==> src/rtl/fifo_wr_arbiter.sv <==
// fifo_wr_arbiter: two-producer burst write arbiter feeding one FIFO write port.
// Define FIFO_WR_ARB_STATS_EN to add saturating beats0/beats1/stalls counters.
module fifo_wr_arbiter #(
  parameter int BURST_MAX = 4
) (
  input  logic       clk,
  input  logic       reset,
  input  logic       req0,
  input  logic       req1,
  input  logic [7:0] data0,
  input  logic [7:0] data1,
  input  logic       full,
  output logic       gnt0,
  output logic       gnt1,
  output logic       write_enb,
  output logic [7:0] datain
`ifdef FIFO_WR_ARB_STATS_EN
  ,
  output logic [15:0] beats0,
  output logic [15:0] beats1,
  output logic [15:0] stalls
`endif
);
  typedef enum logic [1:0] {IDLE, G0, G1} state_t;
  state_t state, state_nx;
  logic [7:0] cnt, cnt_nx;
  logic last, last_nx;
  logic own_req, oth_req, beat, done;
  always_ff @(posedge clk or posedge reset)
    if (reset) begin
      state <= IDLE;
      cnt   <= '0;
      last  <= 1'b1;
    end else begin
      state <= state_nx;
      cnt   <= cnt_nx;
      last  <= last_nx;
    end
  always_comb begin
    own_req  = state == G1 ? req1 : req0;
    oth_req  = state == G1 ? req0 : req1;
    beat     = state != IDLE && own_req && !full;
    done     = !own_req || (beat && ({1'b0, cnt} + 9'd1 == 9'(BURST_MAX)));
    state_nx = state;
    cnt_nx   = beat ? cnt + 8'd1 : cnt;
    last_nx  = last;
    if (state == IDLE)
      state_nx = req0 && req1 ? (last ? G0 : G1) : req0 ? G0 : req1 ? G1 : IDLE;
    else if (done) begin
      // the other requester always gets the next burst; otherwise re-grant or go idle
      state_nx = oth_req ? (state == G0 ? G1 : G0) : own_req ? state : IDLE;
      cnt_nx   = '0;
      last_nx  = state == G1;
    end
  end
  always_comb begin
    gnt0      = state == G0 && req0 && !full;
    gnt1      = state == G1 && req1 && !full;
    write_enb = gnt0 | gnt1;
    datain    = state == G0 ? data0 : state == G1 ? data1 : 8'h00;
  end
`ifdef FIFO_WR_ARB_STATS_EN
  always_ff @(posedge clk or posedge reset)
    if (reset) begin
      beats0 <= '0;
      beats1 <= '0;
      stalls <= '0;
    end else begin
      if (gnt0 && beats0 != 16'hFFFF) beats0 <= beats0 + 16'd1;
      if (gnt1 && beats1 != 16'hFFFF) beats1 <= beats1 + 16'd1;
      if (state != IDLE && own_req && full && stalls != 16'hFFFF) stalls <= stalls + 16'd1;
    end
`endif
endmodule

==> config.mk <==
export PLATFORM = sky130hd
export DESIGN_NAME = fifo_wr_arbiter
export DESIGN_NICKNAME = d
export VERILOG_FILES = /design/src/rtl/fifo_wr_arbiter.sv
export SDC_FILE = /design/constraint.sdc
export NUM_CORES = 1
export LEC_CHECK = 0
export CORE_MARGIN = 2
export CORE_UTILIZATION = 46
export DETAILED_ROUTE_END_ITERATION = 10
export PLACE_DENSITY = 0.84
export SYNTH_ARGS = -nofsm -noshare
export SYNTH_HDL_FRONTEND = slang
export SYNTH_SLANG_ARGS = --single-unit
==> constraint.sdc <==
create_clock -name clk -period 5 [get_ports clk]
set_input_delay 0.75 -clock clk [delete_from_list [all_inputs] [get_ports clk]]
set_output_delay 0.75 -clock clk [all_outputs]
set_load 0.02 [all_outputs]
# Word level (Yosys, flattened, before mapping)
# Index checks and enable logic that the tools add are counted.
[totals]
regBits = 11
output_inout_bits = 11
in_bits = 21
[classes]
n_mux = 16
reduce_logical = 16
n_addsub = 2
n_bitwise = 2
n_eq_ne = 4
[ops]
columns = ["operator", "count"]
rows = [
  ["two-way mux 8 bit", 5],
  ["two-way mux 2 bit", 9],
  ["adder 8 x 1 -> 9 bit, second input constant", 1],
  ["== test 9 x 3 -> 1 bit, second input constant", 1],
  ["adder 8 x 1 -> 8 bit, second input constant", 1],
  ["logical AND 1 bit", 8],
  ["AND reduction 2 bit", 2],
  ["nonzero test 2 bit", 2],
  ["inequality test 3 x 1 -> 1 bit, second input constant", 1],
  ["== test 2 x 1 -> 1 bit, second input constant", 1],
  ["== test 2 bit, second input constant", 1],
  ["logical NOT 1 bit", 2],
  ["logical NOT 2 bit", 1],
  ["two-way mux 1 bit", 2],
  ["logical OR 1 bit", 1],
  ["inverter 1 bit", 1],
  ["bitwise OR 1 bit", 1],
]

# Depth between registers and ports, before layout
[depth]
depth_word = 8
ltp_mapped = 6
ltp_nobuf = 6

# Least setup slack after synthesis
# No wires, ideal clock.
[synth_path]
kind = "register to output"
from = "register state[1]"
to = "output port write_enb"
setup_slack_ns = 2.506
path_stages_with_launch = 6
t_arrival_ns = 1.744
path_cell_list = "dfrtp_1 -> buf_2 -> nor2b_1 -> buf_2 -> nor3b_1 -> or2_2"
[synth_via]
elab_chain_cells = 4
[synth_rtl]
columns = ["item", "line_no", "rtl"]
rows = [
  ["start, declared", "25", "state_t state, state_nx;"],
  ["start signal, assigned", "35", "state <= state_nx;"],
  ["== test 2 bit", "58", "gnt1 = state == G1 && req1 && !full;"],
  ["logical AND 1 bit (2 in series)", "58", ""],
  ["net gnt1", "14", "output logic gnt1,"],
  ["bitwise OR 1 bit", "59", "write_enb = gnt0 | gnt1;"],
  ["end, declared", "15", "output logic write_enb,"],
]
# The timed path passes the listed nets, and every way through them passes these cells.

# Worst setup path in the final report
[layout_path]
from = "register state[1]"
to = "output port write_enb"
[layout_via]
elab_chain_cells = 4
[layout_rtl]
columns = ["item", "line_no"]
rows = [
  ["== test 2 x 1 -> 1 bit / == test 2 bit (equally long branches)", "57, 58"],
  ["logical AND 1 bit (on tied branches) (2 in series)", "57, 58"],
  ["bitwise OR 1 bit *", "59"],
]
# Every way passes the cells marked *; elsewhere a longest branch is shown, timed or not.

==> run metrics <==
via/cell ratio 5.371; Worst-Skew Late Latency 270 ps; CP max-delay cell nor2b_1; syn avg cell area 9.434 um^2; sequential area share after synthesis 33.69%; Max clock buf depth 2; Wirelength per Cell approximately 14 um; final count of hold timing violations 0; die height between 40 and 50 um; vias in the first global route roughly 740; hold slack approximately 520 ps; CTS buffer count 3; placed instance count 139; Max transition margin 45.20%; FP Rows 15; asr flop ratio synth between 90% and 100%; Unique masters post-synth 36; DRC errors left 0; hold buffer count at cts 0; period utilization ~66%; Starting Density approximately 48%; Critical Path Source Type flop; Highest Clock Rate just over 0.3 GHz; top cells by area, synth dfrtp_1 (30%), a22o_1 (8.5%), xor2_1 (5.3%), nor2_1 (4.6%), dfstp_2 (3.2%); die area around 0.0021 mm^2; Final nets around 140; final antenna-violating net count 0; Synth top cells by count dfrtp_1 (10), nor2_1 (10), a22o_1 (8); Tmin final 3304 ps; non-filler instance count after layout around 140; Max FO, Critical Path 11; worst min-delay path class flop to flop; Crit path required time approximately 4300 ps; clock root buffer clkbuf_4; largest net degree at the start of global routing 12; Final Skew ~2.5 ps; Placer Congestion about 0.93; first-pass iteration count of the detailed router 4; sum of negative setup slack 0 ps; Final Max Slew Viols 0; cts repair resizes 0; Yosys reg bits 11; Synth Cell Area ~820 um^2; hpwl dp 1.634 mm; worst-margin pin slew between 800 and 900 ps; max-cap violations 0; vias post-DR 768; CP Buf/Inv Count 1; antenna cells 0; layout cells sized above 1 11.02%; Post-synth EDFFs 0; crit path cell chain nor2b_1 -> nor3b_1 -> or2_2 -> clkdlybuf4s50_1; CP endpoint kind primary output; Core Region ~0.0017 mm^2; port bufs 31; RSZ-0062 raised after global routing no; clock transition at the registers of the reported paths 70 ps; static leakage power 0.0004749 uW; CTS tree built; Most used DFF post-synth dfrtp_1; pre-CTS setup slack between 1500 and 2000 ps; die width 46.24 um; top-area cell type share of the netlist area a little under a third; Yosys top cell by area dfrtp_1; Setup Viol. Count Final 0; setup ws final 1696 ps; Yosys Warn Count 0; initial antenna violation count 0; fillcell total about 140; Max VDD drop between 0.2 and 0.25 mV; GR Util All Layers between 20% and 30%; Syn-to-layout area delta 42.53%; peak per-stage delay on the critical path between 700 and 800 ps; WP data arrival around 2600 ps; Setup Buffers After CTS 0; initial DRC count 17; syn nets between 100 and 150; Final Core Density around two thirds; worst setup path category flop to primary output; power per cell area between 300 and 400 mW/mm^2; I/O pin cnt 32; total grt overflow 0; first-pass GRT wire length about 3.2 mm; final wirelength between 2 and 2.5 mm; H-tree depth 1; status completed; Crit path max-delay family simple AND/OR/NAND/NOR gates; CTS sink cnt 11; Synth Instances 87
-- path summary, 6_finish.rpt --
check | from | endpoint | slack [ps] | cells after the start
worst max-delay path | state[1]$_DFFE_PP0P_ | write_enb | 1700 | 4
worst min-delay path | last$_DFFE_PP1P_ | last$_DFFE_PP1P_ | 520 | 2
max in group asynchronous | reset | last$_DFFE_PP1P_ | 3910 | 2
worst max register to register | state[1]$_DFFE_PP0P_ | cnt[5]$_DFF_PP0_ | 3080 | 4
min in group asynchronous | reset | state[1]$_DFFE_PP0P_ | 770 | 2
worst min register to register | last$_DFFE_PP1P_ | last$_DFFE_PP1P_ | 520 | 2
-- per-layer routing --
layer | share of wire, % | global-route usage [%]
met1 | 45 | 28.99
met2 | 51 | 32.22
met3 | 3.2 | 7.059
met4 | 0.94 | 7.429
met5 | 0 | 0
-- power by group --
| group | leakage, uW | switching [uW] | internal (uW) | total [uW] |
|---|---|---|---|---|
| Sequential | 0.000145 | 24.5 | 108 | 132 |
| Combinational | 0.000315 | 104 | 107 | 210 |
| Clock | 0.0000150 | 28.4 | 30.9 | 59.3 |
-- tightest hold or removal path, cell delays in order (launching register included) --
cell and delay (ps):
dfstp_2 370, nand2_1 50, o211ai_1 90
-- registers in the layout (all words and copies together) (netlist names) --
| signal | flops |
|---|---|
| state | 2 |
| cnt | 8 |
| last | 1 |
-- layout make-up --
class / count / area (um^2) / share of cell area [%]
timing repair buffer: 31 / 310.3 / 26.52
tap: 25 / 31.28 / 2.674
multi-input combinational: 70 / 518.0 / 44.28
clock buffer: 4 / 26.28 / 2.246
inverter: 2 / 7.507 / 0.6417
sequential: 11 / 276.5 / 23.64
-- layout by cell type (no fill, tap or decap), types with 3 or more instances in the layout --
cell,synthesis,layout
a22o_1,8,8
clkbuf_4,0,3
clkdlybuf4s50_1,0,31
dfrtp_1,10,10
nand2_1,7,7
nand3_1,3,3
nand4_1,3,3
nor2_1,10,10
o21ai_0,4,4
xor2_1,5,5
-- kinds of logic (layout without fill, tap and decap cells) --
| group | Yosys count | in the layout | synth area share (%) |
|---|---|---|---|
| xor gates and xnor gates | 6 | 6 | 6.402 |
| buffers and inverters | 6 | 37 | 3.201 |
| AOI/OAI and AO/OA | 21 | 21 | 21.19 |
| and+or+nand+nor | 40 | 40 | 31.56 |
| muxes | 2 | 2 | 2.439 |
| adders and majority gates | 1 | 1 | 1.524 |
| DFF | 11 | 11 | 33.69 |
-- metrics by stage --
| step | instance area [um^2] | power (uW) |
|---|---|---|
| 2_1_floorplan | 820.8 | 263.6 |
| 3_3_place_gp | 1144 | 340.0 |
| 3_5_place_dp | 1144 | 345.4 |
| 4_1_cts | 1170 | 405.5 |
| 5_1_grt | 1170 | 428.5 |
| 6_report | 1170 | 402.0 |
Note: power is estimated with default switching activity, not from simulation.
